**config.mk**
```make
export PLATFORM = sky130hd
export DESIGN_NAME = lsu_ctrl_flat
export DESIGN_NICKNAME = d
export VERILOG_FILES = /design/src/rtl/lsu_if.sv /design/src/rtl/lsu_ctrl.sv /design/src/flat_wrapper.sv
export SDC_FILE = /design/constraint.sdc
export NUM_CORES = 1
export LEC_CHECK = 0
export CAP_MARGIN = 20
export CORE_MARGIN = 3
export CORE_UTILIZATION = 47
export DETAILED_ROUTE_END_ITERATION = 10
export MAX_ROUTING_LAYER = met4
export PLACE_DENSITY = 0.92
export SLEW_MARGIN = 5
export SYNTH_ARGS = -nofsm -noshare
export SYNTH_HDL_FRONTEND = slang
export SYNTH_SLANG_ARGS = --single-unit
```
**constraint.sdc**
```tcl
create_clock -name clk -period 3.6 [get_ports clk]
set_input_delay 0.54 -clock clk [delete_from_list [all_inputs] [get_ports clk]]
set_output_delay 0.54 -clock clk [all_outputs]
set_load 0.005 [all_outputs]
```
**src/rtl/lsu_if.sv**
```systemverilog
// Bundled request, completion and memory-port signals of the load/store unit.
// The slave side is the LSU; the master side is the core plus the data memory.
interface lsu_if #(
    parameter int WIDTH = 32
);
    logic             req_valid;
    logic             req_ready;
    logic             req_store;
    logic [2:0]       req_funct3;
    logic [WIDTH-1:0] req_addr;
    logic [WIDTH-1:0] req_wdata;
    logic             done;
    logic             err;
    logic [WIDTH-1:0] load_data;
    logic             mem_read_en;
    logic             mem_write_en;
    logic [WIDTH-1:0] mem_addr;
    logic [WIDTH-1:0] mem_wdata;
    logic [WIDTH-1:0] mem_rdata;

    modport slave (
        input  req_valid, req_store, req_funct3, req_addr, req_wdata, mem_rdata,
        output req_ready, done, err, load_data,
        output mem_read_en, mem_write_en, mem_addr, mem_wdata
    );

    modport master (
        output req_valid, req_store, req_funct3, req_addr, req_wdata, mem_rdata,
        input  req_ready, done, err, load_data,
        input  mem_read_en, mem_write_en, mem_addr, mem_wdata
    );
endinterface

```
**src/rtl/lsu_ctrl.sv**
```systemverilog
// RV32I load/store initiator on a word-organised memory with read-modify-write sub-word stores.
// Optional LSU_MISALIGN_TRAP_EN: misaligned accesses complete as errors instead of aligning down.
module lsu_ctrl #(
    parameter int WIDTH = 32
) (
    input  logic  clk,
    input  logic  rst,
    lsu_if.slave  bus
);
    typedef enum logic [1:0] {
        ST_IDLE = 2'd0,
        ST_RD   = 2'd1,
        ST_WR   = 2'd2,
        ST_RESP = 2'd3
    } state_t;

    state_t           state_r;
    state_t           state_next_s;
    logic [WIDTH-1:0] addr_r;
    logic [2:0]       funct3_r;
    logic             store_r;
    logic [WIDTH-1:0] word_r;
    logic             done_r;
    logic             err_r;
    logic [WIDTH-1:0] load_data_r;

    logic             capture_s;
    logic             err_set_s;
    logic             ld_we_s;
    logic [WIDTH-1:0] ld_val_s;
    logic             merge_we_s;
    logic             req_bad_s;

    function automatic logic funct3_illegal(input logic store, input logic [2:0] f3);
        logic bad;
        if (store) begin
            bad = (f3 > 3'd2);
        end else begin
            bad = (f3 == 3'd3) || (f3 == 3'd6) || (f3 == 3'd7);
        end
        return bad;
    endfunction

`ifdef LSU_MISALIGN_TRAP_EN
    function automatic logic addr_misaligned(input logic [2:0] f3, input logic [1:0] a);
        logic mis;
        case (f3[1:0])
            2'd1:    mis = a[0];
            2'd2:    mis = (a != 2'b00);
            default: mis = 1'b0;
        endcase
        return mis;
    endfunction
`endif

    // Byte lane comes from addr[1:0], halfword lane from addr[1]; addr[0] of a
    // halfword never shifts, which is what makes the non-trapping align-down free.
    function automatic logic [31:0] extend_load(input logic [2:0] f3, input logic [1:0] a,
                                                input logic [31:0] rdata);
        logic [31:0] byte_sh;
        logic [31:0] half_sh;
        logic [31:0] res;
        byte_sh = rdata >> {a, 3'b000};
        half_sh = rdata >> {a[1], 4'b0000};
        case (f3)
            3'd0:    res = {{24{byte_sh[7]}}, byte_sh[7:0]};
            3'd1:    res = {{16{half_sh[15]}}, half_sh[15:0]};
            3'd2:    res = rdata;
            3'd4:    res = {24'd0, byte_sh[7:0]};
            3'd5:    res = {16'd0, half_sh[15:0]};
            default: res = 32'd0;
        endcase
        return res;
    endfunction

    function automatic logic [31:0] merge_store(input logic [2:0] f3, input logic [1:0] a,
                                                input logic [31:0] old, input logic [31:0] wd);
        logic [31:0] mask;
        logic [31:0] data;
        case (f3)
            3'd0: begin
                mask = 32'h0000_00FF << {a, 3'b000};
                data = {4{wd[7:0]}};
            end
            3'd1: begin
                mask = 32'h0000_FFFF << {a[1], 4'b0000};
                data = {2{wd[15:0]}};
            end
            default: begin
                mask = 32'hFFFF_FFFF;
                data = wd;
            end
        endcase
        return (old & ~mask) | (data & mask);
    endfunction

    // Request legality decided from the live request inputs at acceptance.
    always_comb begin
`ifdef LSU_MISALIGN_TRAP_EN
        req_bad_s = funct3_illegal(bus.req_store, bus.req_funct3)
                  | addr_misaligned(bus.req_funct3, bus.req_addr[1:0]);
`else
        req_bad_s = funct3_illegal(bus.req_store, bus.req_funct3);
`endif
    end

    // FSM state register.
    always_ff @(posedge clk) begin
        if (rst) begin
            state_r <= ST_IDLE;
        end else begin
            state_r <= state_next_s;
        end
    end

    // Next-state and datapath control decode.
    always_comb begin
        state_next_s = state_r;
        capture_s    = 1'b0;
        err_set_s    = 1'b0;
        ld_we_s      = 1'b0;
        ld_val_s     = 32'd0;
        merge_we_s   = 1'b0;
        case (state_r)
            ST_IDLE: begin
                if (bus.req_valid) begin
                    capture_s = 1'b1;
                    if (req_bad_s) begin
                        state_next_s = ST_RESP;
                        err_set_s    = 1'b1;
                        ld_we_s      = 1'b1;
                    end else if (bus.req_store && (bus.req_funct3 == 3'd2)) begin
                        state_next_s = ST_WR;
                    end else begin
                        state_next_s = ST_RD;
                    end
                end else begin
                    state_next_s = ST_IDLE;
                end
            end
            ST_RD: begin
                if (store_r) begin
                    merge_we_s   = 1'b1;
                    state_next_s = ST_WR;
                end else begin
                    ld_we_s      = 1'b1;
                    ld_val_s     = extend_load(funct3_r, addr_r[1:0], bus.mem_rdata);
                    state_next_s = ST_RESP;
                end
            end
            ST_WR:   state_next_s = ST_RESP;
            ST_RESP: state_next_s = ST_IDLE;
            default: state_next_s = ST_IDLE;
        endcase
    end

    // Request capture, merge word and registered completion outputs.
    always_ff @(posedge clk) begin
        if (rst) begin
            addr_r      <= 32'd0;
            funct3_r    <= 3'd0;
            store_r     <= 1'b0;
            word_r      <= 32'd0;
            done_r      <= 1'b0;
            err_r       <= 1'b0;
            load_data_r <= 32'd0;
        end else begin
            done_r <= (state_next_s == ST_RESP);
            err_r  <= err_set_s;
            if (capture_s) begin
                addr_r   <= bus.req_addr;
                funct3_r <= bus.req_funct3;
                store_r  <= bus.req_store;
                word_r   <= bus.req_wdata;
            end else if (merge_we_s) begin
                word_r <= merge_store(funct3_r, addr_r[1:0], bus.mem_rdata, word_r);
            end
            if (ld_we_s) begin
                load_data_r <= ld_val_s;
            end
        end
    end

    assign bus.req_ready    = (state_r == ST_IDLE);
    assign bus.done         = done_r;
    assign bus.err          = err_r;
    assign bus.load_data    = load_data_r;
    assign bus.mem_read_en  = (state_r == ST_RD);
    assign bus.mem_write_en = (state_r == ST_WR);
    assign bus.mem_addr     = ((state_r == ST_RD) || (state_r == ST_WR))
                              ? {2'b00, addr_r[31:2]} : 32'd0;
    assign bus.mem_wdata    = (state_r == ST_WR) ? word_r : 32'd0;
endmodule
```
**src/flat_wrapper.sv**
```systemverilog
// flat-port wrapper written by rule: the top's interface ports become plain ports
module lsu_ctrl_flat 
#(
    parameter int WIDTH = 32
)
  (clk, rst, bus_req_valid, bus_req_store, bus_req_funct3, bus_req_addr, bus_req_wdata, bus_mem_rdata, bus_req_ready, bus_done, bus_err, bus_load_data, bus_mem_read_en, bus_mem_write_en, bus_mem_addr, bus_mem_wdata);
  lsu_if #(.WIDTH(WIDTH)) bus_i ();
  input  logic clk;
  input  logic rst;
  input wire logic [$bits(bus_i.req_valid)-1:0] bus_req_valid;
  input wire logic [$bits(bus_i.req_store)-1:0] bus_req_store;
  input wire logic [$bits(bus_i.req_funct3)-1:0] bus_req_funct3;
  input wire logic [$bits(bus_i.req_addr)-1:0] bus_req_addr;
  input wire logic [$bits(bus_i.req_wdata)-1:0] bus_req_wdata;
  input wire logic [$bits(bus_i.mem_rdata)-1:0] bus_mem_rdata;
  output wire logic [$bits(bus_i.req_ready)-1:0] bus_req_ready;
  output wire logic [$bits(bus_i.done)-1:0] bus_done;
  output wire logic [$bits(bus_i.err)-1:0] bus_err;
  output wire logic [$bits(bus_i.load_data)-1:0] bus_load_data;
  output wire logic [$bits(bus_i.mem_read_en)-1:0] bus_mem_read_en;
  output wire logic [$bits(bus_i.mem_write_en)-1:0] bus_mem_write_en;
  output wire logic [$bits(bus_i.mem_addr)-1:0] bus_mem_addr;
  output wire logic [$bits(bus_i.mem_wdata)-1:0] bus_mem_wdata;
  assign bus_i.req_valid = bus_req_valid;
  assign bus_i.req_store = bus_req_store;
  assign bus_i.req_funct3 = bus_req_funct3;
  assign bus_i.req_addr = bus_req_addr;
  assign bus_i.req_wdata = bus_req_wdata;
  assign bus_i.mem_rdata = bus_mem_rdata;
  assign bus_req_ready = bus_i.req_ready;
  assign bus_done = bus_i.done;
  assign bus_err = bus_i.err;
  assign bus_load_data = bus_i.load_data;
  assign bus_mem_read_en = bus_i.mem_read_en;
  assign bus_mem_write_en = bus_i.mem_write_en;
  assign bus_mem_addr = bus_i.mem_addr;
  assign bus_mem_wdata = bus_i.mem_wdata;
  lsu_ctrl #(.WIDTH(WIDTH)) u_core (.clk(clk), .rst(rst), .bus(bus_i));
endmodule
```
After elaboration in Yosys (flattened, before gate mapping) --
Index checks and enable logic that the tools add are counted.
Word-level totals: input port bits 103, bits in registers 104, output and inout port bits 101, logic and storage cells 67
Cells by class: equality and inequality tests 12, reductions and logical operators 8, order comparisons 1, bitwise logic cells 5, mux-type cells 29, shift-type cells 4
Operator list (number):
- $mux 32 | 11
- $pmux 32 s5 | 1
- $pmux 32 s2 | 2
- $and 32x32->32 | 2
- $not 32->32 | 1
- $or 32x32->32 | 1
- $shl 16x5->32 const A | 1
- $shl 8x5->32 const A | 1
- $shr 32x5->16 | 1
- $shr 32x5->8 | 1
- $mux 30 | 1
- $eq 3x3->1 const B | 4
- $eq 3x2->1 const B | 3
- $mux 1 | 9
- $pmux 2 s4 | 1
- $eq 2x2->1 const B | 3
- $mux 2 | 3
- $eq 3x1->1 const B | 1
- $gt 3x2->1 const B | 1
- $logic_not 3->1 | 1
- $logic_or 1x1->1 | 3
- $eq 2x1->1 const B | 1
- $logic_not 2->1 | 1
- $pmux 1 s2 | 1
- other kinds (4) | 4

Longest topological paths before layout --
depth in word-level cells 10, gate-level depth with buffers 8, mapped depth without buffers 6

Worst setup path before layout --
No wires, ideal clock.
path kind register to register, start point reg u_core.state_r[1], end point reg u_core.load_data_r[21] (netlist: u_core.bus.load_data[21]), stages on the path, launching flop included 9, setup time 0.058 ns, slack 1.456 ns, clock period less this slack 2.144 ns, buffers on the path 2, data arrival time 2.086 ns, data required time 3.542 ns, cell sequence dfxtp_1 > inv_1 > ha_1 > or3b_4 > or2_1 > buf_6 > a2111oi_4 > buf_6 > a221o_2
On the way: longest elaborated chain between the ends 2, elaborated cells on any way between the ends 4, classes of those cells eq/ne: 1; mux: 2; reduce/logical: 1
Ends and longest elaborated chain:
- start, declared | RTL line lsu_ctrl.sv:17 | state_t state_r;
- start signal, assigned | RTL line lsu_ctrl.sv:112 | state_r <= state_next_s;
- $eq 2x1->1 (*)
- net bus_mem_read_en | RTL line flat_wrapper.sv:20 | output wire logic [$bits(bus_i.mem_read_en)-1:0] bus_mem_read_en;
- $pmux 1 s2 or $mux 32 (tied branches) | RTL line lsu_ctrl.sv:124 | case (state_r)
- end signal, assigned | RTL line lsu_ctrl.sv:179 | load_data_r <= ld_val_s;
- end, declared | RTL line lsu_ctrl.sv:25 | logic [WIDTH-1:0] load_data_r;
The timed path passes the listed nets; every way through them passes the cells marked *. A chain may end at the register's enable or synchronous reset.

Worst setup path in the final report --
start point reg u_core.state_r[1], end point out bus_mem_addr[0]
On the way: longest elaborated chain between the ends 3, elaborated cells on any way between the ends 4, classes of those cells eq/ne: 2; mux: 1; reduce/logical: 1
Ends and longest elaborated chain:
- $eq 2x1->1 or $eq 2x2->1 (tied branches) | RTL line lsu_ctrl.sv:190 | assign bus.mem_addr = ((state_r == ST_RD) || (state_r == ST_WR))
- $logic_or 1x1->1 (*) | RTL line lsu_ctrl.sv:190
- $mux 30 (*) | RTL line lsu_ctrl.sv:191 | ? {2'b00, addr_r[31:2]} : 32'd0;
- end, declared | RTL line flat_wrapper.sv:22 | output wire logic [$bits(bus_i.mem_addr)-1:0] bus_mem_addr;
Every way passes the cells marked *; elsewhere a longest branch is shown, timed or not.

==> flow_metrics.py <==
metrics = {
    "power": {
        "combPwrFrac_pct": 25.2,
        "seq_power_share_pct": 46.2,
        "p_int_mw": 2.02,
        "p_sw_share_pct": 30.1,
        "vdd_drop_max_v": 0.000199,
        "p_clk_share_pct": 28.6,
        "powerDensity_nw_per_um2": 394,
        "p_sw_mw": 0.868,
        "p_leak_nw": 2.75,
    },
    "setup_path": {
        "worstSetupEndpointType": "output pin",
        "cp-start-kind": "flip-flop",
        "crit_fanout": 31,
        "crit_chain": "inv_1 -> ha_1 -> and2_1 -> clkdlybuf4s50_1",
        "critPathMaxStageDelay_ps": 750,
        "cp.arrival_ps": 2300,
        "worstPathRequired_ps": 3060,
        "crit_start": "u_core.state_r[1]$_SDFF_PP0_",
        "r2r_cells": 6,
        "reg2reg_from": "u_core.state_r[1]$_SDFF_PP0_",
        "path_class": "flip-flop to output pin",
        "crit_slowest_cell": "ha_1",
    },
    "clock_network": {
        "post_cts_buffers": 0,
        "worst_skew_pair.late_latency_ps": 370,
        "cts-resized-gates": 0,
        "numCtsBuffers": 9,
        "htree_levels": 3,
        "cts_hold_repair.buffers": 0,
        "cts_tree": "yes",
        "root_buffer": "clkbuf_8",
        "clk_pin_slew_ps": 100,
        "clockBufferDepth": 2,
        "cts_num_sinks": 104,
    },
    "global_routing": {
        "antenna_found_initial": 1,
        "grt_usage_pct": 29.0,
        "overflow": 0,
        "grt_pass1_wl_mm": 26.3,
        "grt_pass1_vias": 5090,
        "grt_max_degree": 59,
    },
    "hold_path": {
        "hold_class": "flip-flop to flip-flop",
        "hold_depth": 2,
        "worstHoldStart": "u_core.addr_r[19]$_SDFFE_PP0P_",
    },
    "timing": {
        "min_period_over_period_pct": 78.9,
        "hold_viol": 0,
        "clock_skew_ps": 14.9,
        "fin_setup_tns_ps": 0,
        "tightest_slew_ps": 1110,
        "setup_slack_ps": 759,
        "fmax_ghz": 0.352,
        "slew_headroom_pct": 25.7,
        "period_minus_slack_ps": 2840,
        "rsz0062_at_grt": "false",
        "slew_viol_final": 0,
        "setup_viol": 0,
    },
    "yosys": {
        "synthFlopType": "dfxtp_1",
        "seq_area_frac_synth_pct": 41.2,
        "synthArstFlopShare_pct": 0,
        "synth_area_um2": 5050,
        "synth_cell_types": 47,
        "syn_inst": 583,
        "syn_area_per_cell_um2": 8.66,
        "synth_seq_cells": 104,
        "yosysWarnings": 0,
        "synth_edf_count": 0,
    },
    "cells_and_area": {
        "final_nets": 862,
        "drive_gt1_share_pct": 6.96,
        "fill_cells": 819,
        "final_util_pct": 70.7,
        "finalInstanceArea_um2": 7330,
        "area_growth_pct": 45.2,
    },
    "detailed_routing": {
        "first_pass_iters": 5,
        "drc": 0,
        "routedWlPerCell_um": 19.3,
        "vias": 5247,
        "dr.first_iter.drc_count": 512,
        "drt-vias-per-instance": 5.84,
        "ant_nets": 0,
        "wl_mm": 17.3,
    },
    "floorplan": {
        "dieArea_um2": 12000,
        "core_um2": 10400,
        "fp-row-count": 37,
        "ios": 204,
        "die_w_um": 110,
        "die_h_um": 110,
        "start_util_pct": 48.7,
    },
    "placement": {
        "dp.final_hpwl_mm": 13.0,
        "place_congestion": 0.913,
        "dp_slack_ps": 866,
        "portBuffers": 201,
        "dpl_cell_area_um2": 7110,
    },
    "status": {
        "status": "complete, no violations",
    },
    "flow_run": {
        "cap_viol_max_count": 0,
    },
}
critical path, delay by kind of cell (launching register included):
family                     cells  cell delay, ps
and+or+nand+nor                1             220
DFF                            1             360
buffers and inverters          2             610
adders and majority gates      1             750
cell type report:
class,instances,area (um^2),area share (%)
multi-input cells,423,2760,37.6
flip-flops and latches,104,2080,28.4
repair buffers,208,2060,28.1
well taps,136,170,2.32
clock buffers,10,128,1.74
clock inverters,6,97.6,1.33
inverters,10,37.5,0.512
diodes,1,2.50,0.0341
logic make-up after synthesis:
group,count (synthesis),share of synthesized area (%)
compound gates,169,24.0
fa+ha+maj,3,0.743
buf+inv,57,4.81
flops,104,41.2
mux,42,8.77
other cells,1,0.0742
simple gates,207,20.4
stage by stage:
step / std cells / total power [mW] / hold WS (ps)
detailed placement: 881 / 2.07 / 444
global route: 898 / 3.00 / 479
global placement: 881 / 2.04 / 438
finish: 898 / 2.89 / 456
CTS: 897 / 2.88 / 459
floorplan: 584 / 1.70 / 432
worst paths after layout:
kind	to	slack (ps)
worst min-delay path	u_core.addr_r[19]$_SDFFE_PP0P_	460
worst max register to register	u_core.bus.load_data[20]$_SDFFE_PP0P_	900
worst max-delay path	bus_mem_addr[0]	760
worst min register to register	u_core.addr_r[19]$_SDFFE_PP0P_	460
synth_stat cells, types with 2 or more instances:
library cell,count,area [um^2]
o21a_1,2,15.0
or2_2,4,25.0
mux2_2,8,90.1
a21o_1,8,60.1
inv_1,10,37.5
nand2_1,82,308
and2_1,64,400
a211oi_1,8,60.1
nor2_1,31,116
and3_1,2,12.5
mux2i_1,33,330
a22oi_1,23,173
buf_2,5,25.0
nor2b_1,11,68.8
a221o_2,9,101
ha_1,3,37.5
clkbuf_1,35,131
a32oi_1,7,61.3
a221oi_1,16,140
buf_6,2,22.5
buf_4,2,15.0
o21ai_0,33,165
buf_1,3,11.3
dfxtp_1,104,2080
nand2b_1,4,25.0
a221o_1,8,80.1
a311oi_1,2,17.5
a2111oi_0,8,70.1
a21oi_1,38,190
cell usage in the layout (no fill, tap or decap), types with 2 or more instances in the layout:
cell type,n
o21ai_0,33
a211oi_1,8
a22oi_1,23
clkbuf_8,9
a221o_1,8
conb_1,2
dfxtp_1,104
or2_2,4
and2_1,64
a221oi_1,16
ha_1,3
clkdlybuf4s50_1,200
o21a_1,2
a21o_1,8
nand2b_1,4
nand2_1,81
a221o_2,9
a21oi_1,38
mux2_2,8
inv_6,2
and3_1,2
a2111oi_0,8
mux2i_1,33
a32oi_1,7
inv_1,10
bufinv_16,2
nor2_1,31
nor2b_1,11
buf_4,7
power groups by stage:
| stage | combinational [mW] | sequential (mW) | clock (mW) |
|---|---|---|---|
| after global placement | 0.691 | 1.35 | 0 |
| final | 0.727 | 1.33 | 0.826 |
| after detailed placement | 0.712 | 1.36 | 0 |
| after global routing | 0.787 | 1.34 | 0.867 |
| after floorplan | 0.383 | 1.32 | 0 |
| after CTS | 0.720 | 1.33 | 0.832 |
routing by layer:
| layer | wire, um | GRT usage [%] | share of wire (%) | up-vias |
|---|---|---|---|---|
| met1 | 6560 | 34.9 | 38 | 2458 |
| li1 | - | - | - | 2422 |
| met5 | 0 | - | 0 | - |
| met2 | 8320 | 46.9 | 48 | 297 |
| met3 | 1750 | 6.52 | 10 | 70 |
| met4 | 672 | 11.9 | 3.9 | 0 |
(Power assumes the default switching activity.)
